$ cat src/rtl/mouse_cfg_pkg.sv
// Shared types and constants for the mouse configuration sequencer.
// Screen defaults are the same figures the VGA timing uses.
package mouse_cfg_pkg;

    localparam int VALUE_W = 12;

    localparam logic [1:0] WR_MAXX = 2'd0;
    localparam logic [1:0] WR_MAXY = 2'd1;
    localparam logic [1:0] WR_SETX = 2'd2;
    localparam logic [1:0] WR_SETY = 2'd3;

    localparam int SCREEN_MAX_X  = 1023;
    localparam int SCREEN_MAX_Y  = 767;
    localparam int SCREEN_INIT_X = 512;
    localparam int SCREEN_INIT_Y = 384;

    typedef enum logic [2:0] {
        ST_IDLE,
        ST_SETUP,
        ST_STROBE,
        ST_GAP,
        ST_DONE
    } state_t;

    typedef logic [VALUE_W-1:0] value_t;

    function automatic value_t clamp_to(input value_t v, input value_t lim);
        return (v > lim) ? lim : v;
    endfunction

endpackage

$ cat src/rtl/mouse_cfg_sequencer_timer.sv
// Phase down-counter: loads a length-1 value, flags terminal count at zero.
// Latency: tc asserts load_val cycles after the load edge.
// Backpressure: none, free-running once loaded.
module cfg_phase_timer #(
    parameter int W = 3
) (
    input  logic         pclk,
    input  logic         rst,
    input  logic         load,
    input  logic [W-1:0] load_val,
    output logic         tc
);

    logic [W-1:0] cnt;

    always_ff @(posedge pclk or posedge rst) begin
        if (rst) begin
            cnt <= '0;
        end else if (load) begin
            cnt <= load_val;
        end else if (cnt != '0) begin
            cnt <= cnt - W'(1);
        end
    end

    assign tc = (cnt == '0);

endmodule

$ cat src/rtl/mouse_cfg_sequencer.sv
// Writes max X/Y then cursor X/Y into the mouse controller after reset and on request.
// Latency: 4*(1+HOLD+GAP)+1 cycles per sequence; request in IDLE reaches SETUP one cycle later.
// Backpressure: requests while busy are held in a one-deep, last-wins pending slot.
module mouse_cfg_sequencer
    import mouse_cfg_pkg::*;
#(
    parameter int MAX_X       = SCREEN_MAX_X,
    parameter int MAX_Y       = SCREEN_MAX_Y,
    parameter int INIT_X      = SCREEN_INIT_X,
    parameter int INIT_Y      = SCREEN_INIT_Y,
    parameter int HOLD_CYCLES = 4,
    parameter int GAP_CYCLES  = 2
) (
    input  logic               pclk,
    input  logic               rst,
    input  logic               cfg_req,
    input  logic [VALUE_W-1:0] cfg_max_x,
    input  logic [VALUE_W-1:0] cfg_max_y,
    input  logic [VALUE_W-1:0] cfg_init_x,
    input  logic [VALUE_W-1:0] cfg_init_y,
    output logic               busy,
    output logic               done,
    output logic               setmax_x,
    output logic               setmax_y,
    output logic               setx,
    output logic               sety,
    output logic [VALUE_W-1:0] value
);

    localparam int TMR_W = $clog2(((HOLD_CYCLES > GAP_CYCLES) ? HOLD_CYCLES : GAP_CYCLES) + 1);

    state_t       state;
    logic [1:0]   idx;
    logic         start;
    logic         pend;
    logic [3:0]   strb;
    value_t       shadow [4];
    value_t       cap    [4];
    value_t       fresh  [4];

    logic             tmr_load;
    logic             tmr_tc;
    logic [TMR_W-1:0] tmr_val;

    // Clamp the cursor into the requested limits before it is ever latched.
    always_comb begin
        fresh[WR_MAXX] = cfg_max_x;
        fresh[WR_MAXY] = cfg_max_y;
        fresh[WR_SETX] = clamp_to(cfg_init_x, cfg_max_x);
        fresh[WR_SETY] = clamp_to(cfg_init_y, cfg_max_y);
    end

    assign tmr_load = (state == ST_SETUP) || ((state == ST_STROBE) && tmr_tc);
    assign tmr_val  = (state == ST_SETUP) ? TMR_W'(HOLD_CYCLES - 1) : TMR_W'(GAP_CYCLES - 1);

    cfg_phase_timer #(.W(TMR_W)) u_timer (
        .pclk     (pclk),
        .rst      (rst),
        .load     (tmr_load),
        .load_val (tmr_val),
        .tc       (tmr_tc)
    );

    always_ff @(posedge pclk or posedge rst) begin
        if (rst) begin
            state          <= ST_IDLE;
            idx            <= WR_MAXX;
            start          <= 1'b1;
            pend           <= 1'b0;
            strb           <= '0;
            busy           <= 1'b0;
            done           <= 1'b0;
            value          <= '0;
            shadow[WR_MAXX] <= value_t'(MAX_X);
            shadow[WR_MAXY] <= value_t'(MAX_Y);
            shadow[WR_SETX] <= clamp_to(value_t'(INIT_X), value_t'(MAX_X));
            shadow[WR_SETY] <= clamp_to(value_t'(INIT_Y), value_t'(MAX_Y));
            for (int i = 0; i < 4; i++) cap[i] <= '0;
        end else begin
            done <= 1'b0;
            // A launch already armed in IDLE counts as busy for request capture.
            if (cfg_req && ((state != ST_IDLE) || start)) begin
                pend <= 1'b1;
                cap  <= fresh;
            end
            case (state)
                ST_IDLE: begin
                    if (start) begin
                        start <= 1'b0;
                        idx   <= WR_MAXX;
                        state <= ST_SETUP;
                        busy  <= 1'b1;
                        value <= shadow[WR_MAXX];
                    end else if (cfg_req) begin
                        shadow <= fresh;
                        start  <= 1'b1;
                    end
                end
                ST_SETUP: begin
                    state <= ST_STROBE;
                    strb  <= 4'b0001 << idx;
                end
                ST_STROBE: begin
                    if (tmr_tc) begin
                        strb  <= '0;
                        state <= ST_GAP;
                    end
                end
                ST_GAP: begin
                    if (tmr_tc) begin
                        if (idx == WR_SETY) begin
                            state <= ST_DONE;
                            busy  <= 1'b0;
                            done  <= 1'b1;
                        end else begin
                            idx   <= idx + 2'd1;
                            value <= shadow[idx + 2'd1];
                            state <= ST_SETUP;
                        end
                    end
                end
                ST_DONE: begin
                    state <= ST_IDLE;
                    if (cfg_req) begin
                        shadow <= fresh;
                        start  <= 1'b1;
                        pend   <= 1'b0;
                    end else if (pend) begin
                        shadow <= cap;
                        start  <= 1'b1;
                        pend   <= 1'b0;
                    end
                end
                default: state <= ST_IDLE;
            endcase
        end
    end

    assign setmax_x = strb[WR_MAXX];
    assign setmax_y = strb[WR_MAXY];
    assign setx     = strb[WR_SETX];
    assign sety     = strb[WR_SETY];

endmodule

$ cat config.mk
export PLATFORM = sky130hd
export DESIGN_NAME = mouse_cfg_sequencer
export DESIGN_NICKNAME = d
export VERILOG_FILES = /design/src/rtl/mouse_cfg_pkg.sv /design/src/rtl/mouse_cfg_sequencer_timer.sv /design/src/rtl/mouse_cfg_sequencer.sv
export SDC_FILE = /design/constraint.sdc
export NUM_CORES = 1
export LEC_CHECK = 0
export BUFFER_PORTS_ARGS = -buffer_cell sky130_fd_sc_hd__buf_2
export CORE_ASPECT_RATIO = 1.1
export CORE_UTILIZATION = 51
export DETAILED_ROUTE_END_ITERATION = 8
export PLACE_DENSITY = 0.72
export SLEW_MARGIN = 20
export SYNTH_ARGS = -nofsm -noshare
export SYNTH_HDL_FRONTEND = slang
export SYNTH_SLANG_ARGS = --single-unit
$ cat constraint.sdc
create_clock -name pclk -period 4.5 [get_ports pclk]
set_input_delay 0.9 -clock pclk [delete_from_list [all_inputs] [get_ports pclk]]
set_output_delay 0.9 -clock pclk [all_outputs]
set_load 0.1 [all_outputs]
* After elaboration in Yosys (flattened, before gate mapping)
Index checks and enable logic that the tools add are counted.
Word-level totals: bits in registers 124, input bits 51
Cells by class: add/sub/neg operators 2, order comparisons 3, equal/unequal tests 13, shifts and indexed selects 1, mux-type cells 44, bitwise operators 1, reduce and logical (&&, ||, !) cells 18
Operators by type and width (count):
- 48-bit 2-to-1 mux | 4
- 48-bit one-hot mux with 2 select lines | 1
- 12-bit 2-to-1 mux | 7
- 12-bit binary-select mux with 2-bit select | 1
- 12-bit > comparator | 2
- 12-bit one-hot mux with 2 select lines | 1
- 3-bit 2-to-1 mux | 6
- 1-bit 2-to-1 mux | 14
- 2-bit != test (second input constant) | 7
- 3-bit one-hot mux with 4 select lines | 1
- 4-bit AND reduction | 3
- 2-bit 2-to-1 mux | 4
- 4-bit one-hot mux with 2 select lines | 1
- 2-bit nonzero test | 4
- 3-bit by 2-bit == test with 1-bit output (second input constant) | 2
- 3-bit logical NOT | 2
- 3-bit nonzero test | 2
- 4-bit 2-to-1 mux | 1
- 1-bit one-hot mux with 2 select lines | 2
- 2-bit one-hot mux with 2 select lines | 1
- 2-bit AND reduction | 2
- 1-bit by 2-bit << shifter with 4-bit output (first input constant) | 1
- 3-bit by 1-bit == test with 1-bit output (second input constant) | 1
- 3-bit == test (second input constant) | 1
- 9 further kinds | 11

* Logic depth before layout (Yosys ltp)
Gate-level depths: netlist of the first run.
word-level depth 8, mapped depth 10, depth with buffers taken out 8

* Modules after synthesis
Synthesis of the first run repeated with hierarchy kept, for this count alone.
Unflattened totals: cells, all modules 759, area total of the unflattened synthesis 6784.0 µm²
Modules (own cells, without submodules):
- mouse_cfg_sequencer | times used 1, cells each 737, area each 6578.8 µm², seq. area each 3056.7 µm²
- cfg_phase_timer | times used 1, cells each 22, area each 205.2 µm², seq. area each 75.1 µm²

* Least setup slack after synthesis of the first run
OpenSTA, ideal clock, no wires.
path kind input -> register, start point in cfg_max_y[11], end point reg shadow[10] (netlist bit), library setup time 0.124 ns, arrival time 2.480 ns, data required time 4.376 ns, slack 1.896 ns, stages 8, buffers on the path 1, path through inv_1 > ha_1 > nand4_1 > a211oi_1 > or3_1 > buf_4 > a211oi_1 > a211o_1
On the way: cells in the longest elaborated chain, start to end 5
Ends and longest elaborated chain:
- start: declaration | RTL line mouse_cfg_sequencer.sv:18 | input logic [VALUE_W-1:0] cfg_max_y,
- 12-bit > comparator * | RTL line mouse_cfg_pkg.sv:28 | return (v > lim) ? lim : v;
- 12-bit 2-to-1 mux * | RTL line mouse_cfg_pkg.sv:28
- 48-bit 2-to-1 mux | RTL line mouse_cfg_sequencer.sv:94 | end else if (cfg_req) begin
- 48-bit 2-to-1 mux | RTL line mouse_cfg_sequencer.sv:88 | if (start) begin
- 48-bit one-hot mux with 2 select lines * | RTL line mouse_cfg_sequencer.sv:86 | case (state)
- end signal: indexed assignment | RTL line mouse_cfg_sequencer.sv:76 | shadow[WR_SETX] <= clamp_to(value_t'(INIT_X), value_t'(MAX_X));
- end signal: indexed assignment | RTL line mouse_cfg_sequencer.sv:77 | shadow[WR_SETY] <= clamp_to(value_t'(INIT_Y), value_t'(MAX_Y));
- end signal: assignment | RTL line mouse_cfg_sequencer.sv:95 | shadow <= fresh;
- end: declaration | RTL line mouse_cfg_sequencer.sv:37 | value_t shadow [4];
Mark *: on every way between the ends. The rest lies on a longest branch, timed or not. The select of a mux whose other input is x is not followed. A chain may end at the register's enable or synchronous reset.

* Worst setup path in the final report of the first run
start point in cfg_max_y[11], end point reg cap[0] (netlist bit)
On the way: cells in the longest elaborated chain, start to end 2
Ends and longest elaborated chain:
- 12-bit > comparator | RTL line mouse_cfg_pkg.sv:28
- 12-bit 2-to-1 mux | RTL line mouse_cfg_pkg.sv:28
- end signal: assignment | RTL line mouse_cfg_sequencer.sv:84 | cap <= fresh;
- end: declaration | RTL line mouse_cfg_sequencer.sv:38 | value_t cap [4];
No other way between the ends.

==> key figures, run 1 <==
Layout
  • Antenna cell count: 0
  • Nets@finish: 890
  • Layout cells sized above 1: 19.2%
  • Design area: 7780 um2
  • Non-Filler Instances: 979
  • Area Overhead vs Synth: 14.2%

GRT
  • GRT Overall Usage: 27.1%
  • Largest net degree at the start of global routing: 74
  • First-pass GRT wire length: 28900 um
  • Initial antenna violation count: 0
  • Grt total ovfl: 0
  • Vias in the first global route: 5908

STA
  • Period utilization: 72.8%
  • Max frequency: 305 MHz
  • Setup TNS: 0 ps
  • Final hold vios: 0
  • Max-slew headroom at the worst pin: 26.9%
  • Worst Skew: 16.1 ps
  • Worst Tran Pin Value: 1090 ps
  • Final min period: 3280 ps
  • # setup viols final: 0
  • Unrepaired setup endpoints after global routing: false
  • Max-slew violation count: 0

Critical path
  • Crit path max fanout: 13
  • CP endpoint kind: flop
  • Critical path arrival: 3600 ps
  • Worst EP required: 4820 ps
  • Crit Path Category: in2reg
  • Startpoint Class: primary input

Clock network
  • Cts hold-fix bufs: 0
  • Clock Path Buffers: 2
  • Post_cts resized: 0
  • Clk_lat worst skew: 420 ps
  • Clock-pin slew on the worst setup and hold paths: 50 ps
  • CTS root buf: clkbuf_16
  • H-tree lvl count: 4
  • Total CTS buffers: 17
  • TritonCTS clock tree: yes
  • Post-CTS setup buffers: 0
  • Clock sink total: 124

Logic synthesis
  • Ys flop type: dfrtp_1
  • Total number of yosys warnings: 0
  • Synth Cell Area: 6810 um2
  • Most frequent cells after synthesis: nand2_1, dfrtp_1, nor2_1
  • Seq/Total Area, Yosys: 46.0%
  • Number of enable flip-flop cells after synthesis: 0
  • Most common cell in the synthesized netlist: nand2_1
  • Cells after synthesis: 765
  • Syn avg cell area: 8.90 um2
  • Yosys top cell area share: 37.1%
  • Netlist cell types: 49
  • Asr flop ratio synth: 100%
  • Mapped Nets: 846
  • Post-synth top area cell: dfrtp_1
  • Synth top area cells: dfrtp_1, dfstp_2, nand2_1, o21ai_0, ha_1
  • Flops & latches, synth: 124

Min path
  • Worst hold path class: reg2reg

Routing
  • Post-Route WL: 17500 um
  • Vias per inst: 5.99
  • Metal2 WL: 8760 um
  • Routed Antenna Nets: 0
  • DRT Pass-1 Iters: 9
  • Metal-1 WL: 7380 um
  • DRC: 1
  • Routed WL per cell: 17.9 um
  • Top layer in use: met4
  • Vias: 5860
  • Initial DRC count: 463
  • Met3 Wirelength: 890 um

Power and ir drop
  • Pwr/cell area: 385 nW/um2
  • Peak VDD IR: 0.262 mV
  • Leakage Power: 0.00350 uW

Placement
  • Gpl congestion: 0.863
  • Placed Area: 7170 um2
  • Input/output buffers: 68
  • Placed cell count: 947
  • Post-detail-place hpwl: 12000 um

Die
  • Die X: 112 um
  • Die Area: 13800 um2
  • IO Pins: 69
  • Number of cell rows: 43
  • Core Region: 12800 um2
  • Chip height: 123 um
  • Starting Density: 53.2%

Outcome
  • Status: complete, but fails checks
  • Violated checks: DRC

Flow run
  • Max Cap Viol: 0
[worst paths after layout]
| check | end | cells past startpoint | startpoint | slack [ps] |
|---|---|---|---|---|
| worst max register to register | value[0] | 7 | idx[0] | 1600 |
| max in group asynchronous | shadow[8] | 3 | rst | 2820 |
| min in group asynchronous | value[1] | 2 | rst | 680 |
| worst min register to register | value[6] | 2 | value[6] | 470 |
| worst min-delay path | value[6] | 2 | value[6] | 470 |
| worst max-delay path | cap[0] | 8 | cfg_max_y[11] | 1220 |
[cell families (layout without fill, tap and decap cells)]
logic type      count (synthesis)  in the layout  share of synthesized area [%]
simple gates                  288            288                           18.0
xor+xnor                        1              1                          0.129
flops                         124            124                           46.0
mux                            26             26                           4.06
compound gates                214            214                           20.8
fa+ha+maj                      30             30                           5.51
buf+inv                        82            139                           5.46
[sequential cells by signal, summed over array words and instances (netlist names)]
name         cells
u_timer.cnt      3
state            3
cap             48
start            1
strb             4
shadow          48
pend             1
value           12
done             1
busy             1
idx              2
[worst max-delay path, cell delays in order]
cell,delay [ps]
buf_2,110
inv_1,70
ha_1,310
nand4_1,290
a211oi_1,480
or3_1,500
nand2_1,530
a311oi_1,390
[routing by layer]
layer	global-route usage, %	vias to the layer above
li1	-	2783
met1	33.8	2875
met2	46.0	166
met3	5.15	36
met4	12.6	0
met5	0	-
[power by group]
| part | leakage (uW) | switching (uW) | internal, uW |
|---|---|---|---|
| sequential | 0.00149 | 48.6 | 1220 |
| combinational | 0.00171 | 197 | 130 |
| clock | 0.000298 | 473 | 929 |
[cells in the final DEF (no fill, tap or decap), types with 17 or more instances in the layout]
cell type  count
dfstp_2       23
o21ai_0       77
buf_2         68
nor2_1       100
dfrtp_1      101
clkbuf_16     17
a211oi_1      24
nor3_1        18
ha_1          30
a31oi_1       25
a21oi_1       25
nand2_1      128
inv_1         29
[final cells by class]
class                           instances  area (um2)
Tap cell                              157         196
Multi-Input combinational cell        559        3320
Clock buffer                           26         499
Timing Repair Buffer                   77         408
Sequential cell                       124        3130
Inverter                               30         115
Fill cell                            1177        5020
Clock inverter                          6         109
[through the flow]
step	worst slack [ps]	util, %	total power (uW)	hold slack, ps
6_report	1220	60.8	2990	471
5_1_grt	912	60.8	3100	498
4_1_cts	1260	60.8	3010	482
3_5_place_dp	827	56.0	1610	470
3_3_place_gp	996	56.0	1590	458
2_1_floorplan	339	-	1490	446
Note: power is estimated with default switching activity, not from simulation.
==> run 2, diff against run 1 <==
- ABC_AREA: default -> 1
- PLACE_DENSITY: 0.72 -> 0.75
- clock period: 4.5 -> 2.7 ns (I/O delays scaled with it)
==> run 2 against run 1 <==
Against the previous run:
- the flow now finishes without violations
- sequential power up 73%
- combinational power grew to 2.5 times the previous value
- core utilization decreased by 0.91 points
- global-route usage fell by 1.4 points
- routed wire length down 5.5%
- worst hold slack lost 320 ps
- critical endpoint is now shadow[47]
- highest routed layer unchanged
==> key figures, run 2 <==
Routing
  • DRC: 0
  • Vias: 6034
  • Met3 Wirelength: 814 um
  • DRT Pass-1 Iters: 5
  • Routed WL per cell: 14.6 um
  • Routed Antenna Nets: 0
  • Vias per inst: 5.34
  • Top layer in use: met4
  • Post-Route WL: 16500 um
  • Initial DRC count: 519
  • Metal-1 WL: 7550 um
  • Metal2 WL: 7820 um

Logic synthesis
  • Syn avg cell area: 7.66 um2
  • Ys flop type: dfrtp_1
  • Cells after synthesis: 895
  • Mapped Nets: 976
  • Most frequent cells after synthesis: nand2_1, dfrtp_1, inv_1
  • Asr flop ratio synth: 100%
  • Seq/Total Area, Yosys: 45.7%
  • Most common cell in the synthesized netlist: nand2_1
  • Flops & latches, synth: 124
  • Netlist cell types: 36
  • Synth Cell Area: 6860 um2
  • Synth top area cells: dfrtp_1, nand2_1, dfstp_2, ha_1, o21ai_0
  • Post-synth top area cell: dfrtp_1
  • Yosys top cell area share: 36.8%
  • Number of enable flip-flop cells after synthesis: 0
  • Total number of yosys warnings: 0

Layout
  • Layout cells sized above 1: 17.3%
  • Antenna cell count: 0
  • Area Overhead vs Synth: 14.8%
  • Most frequent cells in the layout: nand2_1, dfrtp_1, inv_1
  • Commonest non-fill, non-tap cell in the layout: nand2_1
  • # fillers: 1200
  • Top flop regs: cap (48), shadow (48), value (12)
  • Final Util: 59.9%
  • Nets@finish: 1038
  • Non-Filler Instances: 1130

STA
  • Max frequency: 492 MHz
  • Final hold vios: 0
  • Worst Tran Pin Value: 1040 ps
  • Max-slew violation count: 0
  • Setup TNS: 0 ps
  • Unrepaired setup endpoints after global routing: false
  • Final hold slack: 150 ps
  • # setup viols final: 0
  • Period utilization: 75.3%
  • Final min period: 2030 ps
  • Max-slew headroom at the worst pin: 30.5%
  • Worst Skew: 8.26 ps

Critical path
  • Crit path max fanout: 36
  • Critical path arrival: 2370 ps
  • Crit Path Category: reg2reg
  • CP endpoint kind: flop
  • Worst EP required: 3040 ps
  • Startpoint Class: flop

Die
  • Chip height: 124 um
  • Die Area: 13900 um2
  • Starting Density: 52.1%
  • IO Pins: 69
  • Number of cell rows: 44
  • Die X: 113 um
  • Core Region: 13200 um2

Clock network
  • Clock sink total: 124
  • TritonCTS clock tree: yes
  • CTS root buf: clkbuf_16
  • Clock Path Buffers: 2
  • Post_cts resized: 0
  • Post-CTS setup buffers: 0
  • Clk_lat worst skew: 420 ps
  • H-tree lvl count: 4
  • Cts hold-fix bufs: 0
  • Clock-pin slew on the worst setup and hold paths: 60 ps
  • Total CTS buffers: 17

GRT
  • Vias in the first global route: 5577
  • Grt total ovfl: 0
  • Initial antenna violation count: 0
  • First-pass GRT wire length: 27500 um
  • Largest net degree at the start of global routing: 72
  • GRT Overall Usage: 25.8%

Power and ir drop
  • Pwr/cell area: 653 nW/um2
  • Clock power share: 41.6%
  • Leakage Power: 0.00436 uW
  • Pint: 3670 uW
  • Psw: 1480 uW
  • Sw frac: 28.7%
  • Pwr Total: 5140 uW
  • Sequential power share: 42.4%
  • Logic pwr share: 15.9%
  • Peak VDD IR: 0.447 mV

Placement
  • Input/output buffers: 68
  • Gpl congestion: 0.870
  • Post-detail-place hpwl: 11500 um
  • Placed cell count: 1099

Flow run
  • Max Cap Viol: 0

Outcome
  • Status: completed

Min path
  • Worst hold path class: in2async
-- run 2: layout make-up --
cell class                 count  area (um2)  area share [%]
multi-input combinational    644        3170            40.2
sequential                   124        3130            39.8
timing repair buffer          85         493            6.26
clock buffer                  24         492            6.24
inverter                      85         328            4.16
tap                          161         201            2.56
clock inverter                 7        63.8           0.810
-- run 2: stage by stage --
stage / cell area, um2 / setup WS, ps
4_1_cts: 7880 / 674
5_1_grt: 7880 / 468
3_5_place_dp: 7320 / 342
2_1_floorplan: 6860 / 653
6_report: 7880 / 668
3_3_place_gp: 7320 / 454
-- run 2: final timing paths --
check                      cells past startpoint         start  slack [ps]         end
max                                            7      state[0]         670  shadow[47]
min                                            2           rst         150  shadow[32]
max reg2reg                                    7      state[0]         670  shadow[47]
min reg2reg                                    2     shadow[8]         470   shadow[8]
max in group asynchronous                      3           rst        1740  shadow[33]
min in group pclk                              3  cfg_max_y[7]         450     cap[31]
-- run 2: routing by layer --
| layer | global-route usage [%] | up-vias |
|---|---|---|
| met4 | 10.1 | 0 |
| li1 | - | 2984 |
| met5 | 0 | - |
| met3 | 5.40 | 30 |
| met1 | 34.6 | 2829 |
| met2 | 41.1 | 191 |
-- run 2: worst max-delay path, cell delays in order (launching register included) --
cell      delay (ps)
dfrtp_1          450
nor2_1           240
inv_2            110
a31oi_4          200
nand2_4          290
inv_4            340
o211ai_1         210
o21ai_0          120
-- run 2: power by group through the flow --
stage | Combinational, uW | Sequential, uW | Clock, uW
6_report | 820 | 2180 | 2140
5_1_grt | 921 | 2200 | 2260
4_1_cts | 822 | 2180 | 2170
3_5_place_dp | 815 | 2210 | 0
3_3_place_gp | 803 | 2200 | 0
2_1_floorplan | 438 | 2360 | 0
-- run 2: logic make-up after synthesis --
logic type,after synthesis,share of synthesized area [%]
adder cells (fa/ha/maj),30,5.47
flip-flops,124,45.7
AO/OA/AOI/OAI,130,10.9
buffers and inverters,127,8.23
XOR/XNOR,1,0.128
AND/OR/NAND/NOR,483,29.6
